===== src/rtl/lfsr_pkg.sv =====
// lfsr_pkg: shared FSM type, maximal-length tap masks and the single-step LFSR function (up to 32 bits).
package lfsr_pkg;
    typedef enum logic {IDLE, RUN} lfsr_state_e;
    localparam logic [7:0]  LFSR_TAPS_8  = 8'hB8;
    localparam logic [15:0] LFSR_TAPS_16 = 16'hB400;
    localparam logic [23:0] LFSR_TAPS_24 = 24'hE10000;
    localparam logic [31:0] LFSR_TAPS_32 = 32'hA3000000;
    // Bits above the caller's width are don't-care; callers truncate the result.
    function automatic logic [31:0] lfsr_step(input logic [31:0] state, input logic [31:0] taps);
        lfsr_step = {state[30:0], ^(state & taps)};
    endfunction
endpackage


===== src/rtl/lfsr_step_unroll.sv =====
// lfsr_step_unroll: combinational OUT_W-fold application of the Fibonacci LFSR step.
module lfsr_step_unroll
    import lfsr_pkg::*;
#(
    parameter int WIDTH = 8,
    parameter logic [WIDTH-1:0] TAPS = 8'hB8,
    parameter int OUT_W = 1
) (
    input  logic [WIDTH-1:0] state_i,
    output logic [WIDTH-1:0] state_o
);
    logic [WIDTH-1:0] s;
    always_comb begin
        s = state_i;
        for (int i = 0; i < OUT_W; i++) s = WIDTH'(lfsr_step(32'(s), 32'(TAPS)));
        state_o = s;
    end
endmodule


===== src/rtl/lfsr_prng.sv =====
// lfsr_prng: parametrised LFSR PRNG with valid/ready output and wrap pulse; LFSR_STEP_CNT_EN adds step_cnt.
module lfsr_prng
    import lfsr_pkg::*;
#(
    parameter int WIDTH = 8,
    parameter logic [WIDTH-1:0] TAPS = 8'hB8,
    parameter int OUT_W = 1,
    parameter logic [WIDTH-1:0] DEFAULT_SEED = 1
) (
    input  logic             clk,
    input  logic             rst,
    input  logic             load,
    input  logic [WIDTH-1:0] seed,
    input  logic             out_ready,
    output logic             out_valid,
    output logic [OUT_W-1:0] out_data,
    output logic [WIDTH-1:0] state_q,
`ifdef LFSR_STEP_CNT_EN
    output logic [WIDTH-1:0] step_cnt,
`endif
    output logic             wrapped
);
    lfsr_state_e fsm_q, fsm_d;
    logic [WIDTH-1:0] state_d, start_q, start_d, seed_v, adv_state;
    logic wrapped_q, wrapped_d, adv;

    lfsr_step_unroll #(.WIDTH(WIDTH), .TAPS(TAPS), .OUT_W(OUT_W)) u_unroll (
        .state_i(state_q),
        .state_o(adv_state)
    );

    assign out_valid = (fsm_q == RUN);
    assign out_data  = state_q[OUT_W-1:0];
    assign wrapped   = wrapped_q;

    // A zero seed would lock the register, so it is swapped for the default.
    always_comb begin
        seed_v    = (seed == '0) ? DEFAULT_SEED : seed;
        adv       = out_valid && out_ready;
        state_d   = load ? seed_v : adv ? adv_state : state_q;
        start_d   = load ? seed_v : start_q;
        fsm_d     = load ? RUN : fsm_q;
        wrapped_d = !load && adv && (adv_state == start_q);
    end

    always_ff @(posedge clk) begin
        if (rst) begin
            state_q   <= DEFAULT_SEED;
            start_q   <= DEFAULT_SEED;
            fsm_q     <= IDLE;
            wrapped_q <= 1'b0;
        end else begin
            state_q   <= state_d;
            start_q   <= start_d;
            fsm_q     <= fsm_d;
            wrapped_q <= wrapped_d;
        end
    end

`ifdef LFSR_STEP_CNT_EN
    logic [WIDTH-1:0] cnt_q, cnt_d;
    assign step_cnt = cnt_q;
    always_comb cnt_d = load ? '0 : (adv && cnt_q != '1) ? cnt_q + 1'b1 : cnt_q;
    always_ff @(posedge clk) begin
        if (rst) cnt_q <= '0;
        else     cnt_q <= cnt_d;
    end
`endif
endmodule

===== config.mk =====
export PLATFORM = sky130hd
export DESIGN_NAME = lfsr_prng
export DESIGN_NICKNAME = d
export VERILOG_FILES = /design/src/rtl/lfsr_pkg.sv /design/src/rtl/lfsr_step_unroll.sv /design/src/rtl/lfsr_prng.sv
export SDC_FILE = /design/constraint.sdc
export NUM_CORES = 1
export LEC_CHECK = 0
export ABC_CLOCK_PERIOD_IN_PS = 3800
export BUFFER_PORTS_ARGS = -buffer_cell sky130_fd_sc_hd__buf_2
export CELL_PAD_IN_SITES_DETAIL_PLACEMENT = 0
export CELL_PAD_IN_SITES_GLOBAL_PLACEMENT = 1
export CORE_MARGIN = 2
export CORE_UTILIZATION = 40
export DETAILED_ROUTE_END_ITERATION = 7
export PLACE_DENSITY = 0.88
export SETUP_SLACK_MARGIN = 0.15
export SYNTH_ARGS = -nofsm -noshare
export SYNTH_HDL_FRONTEND = slang
export SYNTH_HIERARCHICAL = 1
export SYNTH_SLANG_ARGS = --single-unit

===== constraint.sdc =====
create_clock -name clk -period 3.8 [get_ports clk]
set_input_delay 0.76 -clock clk [delete_from_list [all_inputs] [get_ports clk]]
set_output_delay 0.76 -clock clk [all_outputs]
set_load 0.01 [all_outputs]

# --- Yosys cells after proc, flatten, opt, wreduce, memory -nomap -nowiden ---
# Index checks and enable logic that the tools add are counted.
word_totals:
  reg_bits: 18
  input_bits: 12
  output_inout_bits: 11
  word_cells: 15
classes:
  eq_ne: 1
  mux: 3
  n_reduce_logical: 7
ops:
  columns: ["op", "n"]
  rows:
  - ["32-bit XOR reduction", 1]
  - ["8-bit two-way mux", 3]
  - ["8-bit equality test", 1]
  - ["8-bit zero test", 1]
  - ["1-bit logical AND", 3]
  - ["2-bit nonzero test", 1]
  - ["1-bit zero test", 1]

# --- Longest topological paths before layout ---
# Gate-level depths: netlist of the first run.
logic_depth:
  word_depth: 3
  ltp_mapped: 5
  ltp_nobuf: 5

# --- Modules after synthesis ---
# The synthesis of the first run kept the hierarchy.
by_module_without_submodules:
  columns: ["module", "instances", "cells_each", "area_each_um2", "seq_area_each_um2"]
  rows:
  - ["lfsr_prng", 1, 91, 850.8, 360.3]
  - ["lfsr_step_unroll", 1, 10, 78.8, 0.0]

# --- Worst setup path before layout of the first run ---
# Ideal clock, no wire load.
synth_timing:
  kind: "input to register"
  start: "input rst"
  end: "register wrapped_q (netlist: wrapped)"
  setup_ns: 0.073
  arrival_ns: 1.531
  required_ns: 3.727
  path_slack_ns: 2.196
  cell_stages: 3
  n_path_buf: 1
  path_cell_list: "clkbuf_1 -> or4_4 -> nor3_2"
synth_rtl:
  columns: ["element", "line_no", "source"]
  rows:
  - ["start: declaration", "lfsr_prng.sv:11", "input logic rst,"]
  - ["end signal: assignment", "lfsr_prng.sv:56", "wrapped_q <= wrapped_d;"]
  - ["end: declaration", "lfsr_prng.sv:25", "logic wrapped_q, wrapped_d, adv;"]

# --- Worst setup path in the final report of the first run ---
layout_timing:
  start: "register fsm_q (netlist: out_valid)"
  end: "output out_valid"
layout_rtl:
  columns: ["element", "line_no", "source"]
  rows:
  - ["start: declaration", "lfsr_prng.sv:23", "lfsr_state_e fsm_q, fsm_d;"]
  - ["start signal: assignment", "lfsr_prng.sv:55", "fsm_q <= fsm_d;"]
  - ["end: declaration", "lfsr_prng.sv:15", "output logic out_valid,"]
# No word-level cell between the ends.

==> reports/summary.txt, run 1 <==
Post-layout util -> 46.4%
Cts hold-fix bufs -> 0
Hold Worst Slack -> 0.515 ns
Worst-path clk slew -> 0.10 ns
Area after DPL -> 990 sq um
DRC -> 0
Rows -> 17
Crit path launch type -> flip-flop
Initial antenna violation count -> 0
Pin count of the biggest net entering global routing -> 27
Worst Path Buf+Inv -> 1
Post-CTS setup buffer count -> 0
Min cycle time layout -> 1.80 ns
Clk pwr share -> 28.9%
Standard cell with the maximum stage delay on the critical path -> dfxtp_1
Slew Limit Fails -> 0
Chip height -> 52.2 um
Total Routing Usage GR -> 14.4%
GP Congestion -> 0.854
Switching Share -> 27.0%
Initial Util -> 42.0%
Avg Inst Size Synth -> 9.20 sq um
Total wire length -> 1770 um
CTS root buf -> clkbuf_4
Number of flops mapped to enable cells by yosys -> 0
Sequential area share after synthesis -> 38.8%
Crit Path Max Fanout -> 11
Maximum vdd drop -> 0.230 mV
Post-route cell area -> 1030 sq um
Most frequent cells in the layout -> buf_2, dfxtp_1, nor2_1, xnor2_1
CP peak stage delay -> 0.55 ns
Post_cts resized -> 0
Worst Max-Slew Pin Slew -> 0.471 ns
Share of cells above drive strength 1 -> 32.7%
Flops & latches, synth -> 18
Synth Area in Adders -> 0%
Hold crit path type -> reg2reg
TritonCTS Buffers -> 3
Final period util -> 47.5%
Post-synthesis cell count -> 101
Crit-path cells -> buf_2
Final net count -> 126
Ports -> 23
First-pass iteration count of the detailed router -> 4
Cell Int Power -> 0.295 mW
Synth Area in XOR/XNOR -> 10.4%
Setup WS pre-CTS -> 2.01 ns
Main synth FF type -> dfxtp_1
Sw power -> 0.109 mW
Count of different cell masters after synthesis -> 21
Post-synthesis mux area share -> 7.54%
Final ANT Viol Nets -> 0
DR vias -> 719
Layout fillers -> 236
RSZ-0062 raised after global routing -> no
Setup TNS -> 0 ns
Hold Fails Final Rpt -> 0
Async SR Flop Fraction -> 0%
Synth-to-Final Area Change -> 10.4%
Critical path class -> reg2out
PwrDens -> 393 nW/um^2
Slew Limit Headroom -> 68.6%
Longest Clk Path Bufs -> 2
CP delay by family, top -> flip-flops
Wirelength per Cell -> 12.5 um
Vias per cell -> 5.10
Flop pwr share -> 53.1%
Htree depth -> 1
Worst Path Required -> 3.04 ns
Fin Clk Skew -> 0.00202 ns
Die area -> 2730 sq um
Clock sinks -> 18
Setup crit end kind -> output pin
CP arrival -> 1.04 ns
First-pass GRT wire length -> 2950 um
FF/Latch Area -> 360 sq um
Detailed placer's ending HPWL -> 1290 um
Logic pwr share -> 18.0%
N_diodes -> 0
Core ar. -> 2210 sq um
TritonCTS clock tree -> built
Fmax -> 554 MHz
Die W -> 52.2 um
Final setup vio count -> 0
GRT overflow -> 0
Leakage power -> 0.459 nW
Synth Area in Compound Gates -> 8.61%
Final Worst Setup Slack -> 2.00 ns
Max Cap Violations -> 0
Simple-gate share of the synthesized area -> 25.6%
Worst skew pair latency -> 0.28 ns
Largest family of logic cells by synthesized area -> simple AND/OR/NAND/NOR gates
Most common cell after layout, fill and taps aside -> buf_2
Multi-input logic area -> 484 sq um
Syn Std Cell Area -> 930 sq um
Status -> finished clean
PortBufs -> 22
Initial drt markers -> 5
Vias in the first global route -> 664
Yosys warns -> 6
Net Count, Synth -> 113
## per-layer routing
| metal | routed length, um | global-route usage (%) |
|---|---|---|
| met5 | 0 | 0 |
| met4 | 14 | 5.13 |
| met3 | 102 | 1.71 |
| met2 | 803 | 23.0 |
| met1 | 847 | 20.1 |
## area by class of cell
cell class              count  share of cell area, %
repair buffers             22                   10.7
multi-input cells          69                   47.2
flip-flops and latches     18                   35.1
clock buffers               4                   3.54
well taps                  28                   3.41
## flip-flops by register name, indices dropped and copies added, names as in the netlist
register,count
start_q,8
wrapped,1
out_valid,1
state_q,8
## cell usage after synthesis (4+ instances only)
cell type	n	area, sq um
a211oi_1	8	60.1
clkbuf_1	4	15.0
xnor2_1	9	78.8
nor2_1	10	37.5
nor2b_1	7	43.8
dfxtp_1	18	360
buf_4	8	60.1
nor3_1	8	40.0
and3_2	8	60.1
mux2i_1	7	70.1
## logic make-up (layout without fill, tap and decap cells)
| kind of cell | Yosys count | in the layout |
|---|---|---|
| and+or+nand+nor | 40 | 40 |
| muxes | 7 | 7 |
| buffers and inverters | 14 | 26 |
| DFF | 18 | 18 |
| xor gates and xnor gates | 11 | 11 |
| AOI/OAI and AO/OA | 11 | 11 |
## power groups by stage
stage / clock network [mW] / logic, mW / registers [mW]
2_1_floorplan: 0 / 0.0584 / 0.217
3_3_place_gp: 0 / 0.0719 / 0.218
3_5_place_dp: 0 / 0.0723 / 0.219
4_1_cts: 0.120 / 0.0730 / 0.214
5_1_grt: 0.132 / 0.0807 / 0.217
6_report: 0.117 / 0.0725 / 0.214
## metrics by stage
step	total power, mW	std cells
2_1_floorplan	0.275	101
3_3_place_gp	0.290	137
3_5_place_dp	0.291	137
4_1_cts	0.408	141
5_1_grt	0.430	141
6_report	0.403	141
## final timing paths
check                                from                      end  slack, ns  cells past startpoint
setup reg to reg  state_q[3]$_SDFFE_PP0P_  state_q[0]$_SDFFE_PP1P_       2.40                      5
hold / removal    start_q[0]$_SDFFE_PP1P_  start_q[0]$_SDFFE_PP1P_       0.51                      2
setup / recovery   out_valid$_SDFFE_PP0P_                out_valid       2.00                      1
hold reg to reg   start_q[0]$_SDFFE_PP1P_  start_q[0]$_SDFFE_PP1P_       0.51                      2
Power figures use the tool's default switching activity.
==> run 2, diff against run 1 <==
- ABC_CLOCK_PERIOD_IN_PS: 3800 -> 1600
- CORE_UTILIZATION: 40 -> 34
- PLACE_DENSITY: 0.88 -> 0.8
- clock period: 3.8 -> 1.6 ns (I/O delays scaled with it)
==> run 2 against run 1 <==
Against the previous run: clock power rose by 130%; non-clock buffer count up 2; sequential cell count is the same; power up 140%; final area up 2.9%; highest routed layer unchanged.
==> reports/summary.txt, run 2 (synthesized netlist as in run 1, its figures left out) <==
First-pass iteration count of the detailed router -> 4 (unchanged)
Wirelength per Cell -> 13.4 um (+6.6%)
Setup TNS -> 0 ns (unchanged)
Standard cell with the maximum stage delay on the critical path -> dfxtp_1
Final Worst Setup Slack -> 0.278 ns (-1.72 ns)
Final ANT Viol Nets -> 0 (unchanged)
Final setup vio count -> 0 (unchanged)
Initial drt markers -> 5 (unchanged)
CP peak stage delay -> 0.52 ns (-0.03 ns)
Synth-to-Final Area Change -> 13.6%
Max Cap Violations -> 0 (unchanged)
Initial antenna violation count -> 0 (unchanged)
Clock sinks -> 18 (unchanged)
Worst Path Required -> 1.28 ns (-1.76 ns)
Initial Util -> 36.5% (-5.5 points)
DRC -> 0 (unchanged)
Switching Share -> 26.8% (-0.11 points)
Sw power -> 0.259 mW (+140%)
PortBufs -> 22 (unchanged)
Maximum vdd drop -> 0.509 mV (+120%)
Leakage power -> 0.470 nW (+2.4%)
First-pass GRT wire length -> 3260 um (+11%)
Pin count of the biggest net entering global routing -> 18 (-33%)
Worst Max-Slew Pin Slew -> 0.319 ns (-0.152 ns)
Longest Clk Path Bufs -> 2 (unchanged)
Hold Fails Final Rpt -> 0 (unchanged)
Final period util -> 82.6%
N_diodes -> 0 (unchanged)
Hold Worst Slack -> 0.303 ns (-0.212 ns)
Worst Path Buf+Inv -> 1 (unchanged)
Most common cell after layout, fill and taps aside -> buf_2
Total Routing Usage GR -> 13.1% (-1.4 points)
Final net count -> 128 (+1.6%)
Vias per cell -> 5.04 (-1.1%)
Largest regs -> start_q (8), state_q (8)
Crit path launch type -> flip-flop
DR vias -> 731 (+1.7%)
Status -> finished clean
Setup WS pre-CTS -> 0.238 ns (-1.77 ns)
Fin Clk Skew -> 0.00121 ns (-0.000812 ns)
Layout fillers -> 279 (+18%)
Slew Limit Fails -> 0 (unchanged)
Crit Path Max Fanout -> 11 (unchanged)
Final Non-Filler Cells -> 145 (+2.8%)
Die W -> 56.3 um (+7.8%)
Clk pwr share -> 28.3% (-0.6 points)
Critical path class -> reg2out
Cell Int Power -> 0.706 mW (+140%)
Hold crit path type -> in2reg
Share of cells above drive strength 1 -> 38.3% (+5.5 points)
Worst-path clk slew -> 0.10 ns (about the same)
Worst skew pair latency -> 0.28 ns (about the same)
GP Congestion -> 0.833 (-2.4%)
Chip height -> 56.3 um (+7.8%)
# placed instances -> 141 (+2.9%)
Total wire length -> 1940 um (+9.6%)
Setup crit end kind -> output pin
Rows -> 18 (+1)
GRT overflow -> 0 (unchanged)
Flop pwr share -> 53.1% (about the same)
FF/Latch Area -> 365 sq um (+1.4%)
Vias in the first global route -> 719 (+8.3%)
Min cycle time layout -> 1.32 ns
RSZ-0062 raised after global routing -> no
CTS root buf -> clkbuf_4
Crit-path cells -> buf_2
Slew Limit Headroom -> 78.7% (+10 points)
TritonCTS clock tree -> built
CP delay by family, top -> flip-flops
TritonCTS Buffers -> 3 (unchanged)
Ports -> 23 (unchanged)
Die area -> 3170 sq um (+16%)
Logic pwr share -> 18.5% (+0.5 points)
PwrDens -> 914 nW/um^2 (+130%)
Most frequent cells in the layout -> buf_2, dfxtp_1, nor2_1, xnor2_1
Htree depth -> 1 (unchanged)
Multi-input logic area -> 492 sq um (+1.6%)
Detailed placer's ending HPWL -> 1460 um (+13%)
Core ar. -> 2540 sq um (+15%)
Fmax -> 757 MHz
CP arrival -> 1.00 ns (-0.04 ns)
run 2: power groups by stage:
| stage | Clock [mW] | Combinational, mW | Sequential [mW] |
|---|---|---|---|
| final | 0.273 | 0.179 | 0.513 |
| after global routing | 0.303 | 0.198 | 0.517 |
| after CTS | 0.285 | 0.179 | 0.510 |
| after detailed placement | 0 | 0.178 | 0.520 |
| after global placement | 0 | 0.176 | 0.519 |
| after floorplan | 0 | 0.139 | 0.514 |
run 2: path summary, 6_finish.rpt:
check | startpoint | endpoint | slack [ns] | cells past startpoint
worst max-delay path | out_valid$_SDFFE_PP0P_ | out_valid | 0.28 | 1
worst min-delay path | rst | wrapped$_SDFF_PP0_ | 0.30 | 3
worst max register to register | out_valid$_SDFFE_PP0P_ | wrapped$_SDFF_PP0_ | 0.28 | 3
worst min register to register | start_q[0]$_SDFFE_PP1P_ | start_q[0]$_SDFFE_PP1P_ | 0.52 | 2
run 2: repair_timing:
action / in CTS / in global routing
resized for setup: 0 / 5
buffers inserted: 0 / 0
endpoints found under the setup margin: 0 / 2
hold buffers: 0 / 0
run 2: stage by stage:
| step | power, mW | instance area [sq um] | utilization, % |
|---|---|---|---|
| after CTS | 0.974 | 1040 | 41.0 |
| after detailed placement | 0.698 | 1010 | 39.6 |
| after global placement | 0.695 | 1010 | 39.6 |
| final | 0.965 | 1060 | 41.5 |
| after floorplan | 0.653 | 930 | - |
| after global routing | 1.02 | 1060 | 41.5 |
run 2: area by class of cell:
class / count / area share (%)
Multi-Input combinational cell: 69 / 46.6
Sequential cell: 18 / 34.6
Timing Repair Buffer: 24 / 11.8
Tap cell: 30 / 3.55
Clock buffer: 4 / 3.44
run 2: routing by layer:
| metal | share of wire (%) | global-route usage (%) | vias to the layer above |
|---|---|---|---|
| li1 | - | - | 369 |
| met1 | 51 | 17.8 | 339 |
| met2 | 44 | 19.3 | 19 |
| met3 | 4.1 | 3.23 | 4 |
| met4 | 1.5 | 6.12 | 0 |
| met5 | 0 | 0 | - |
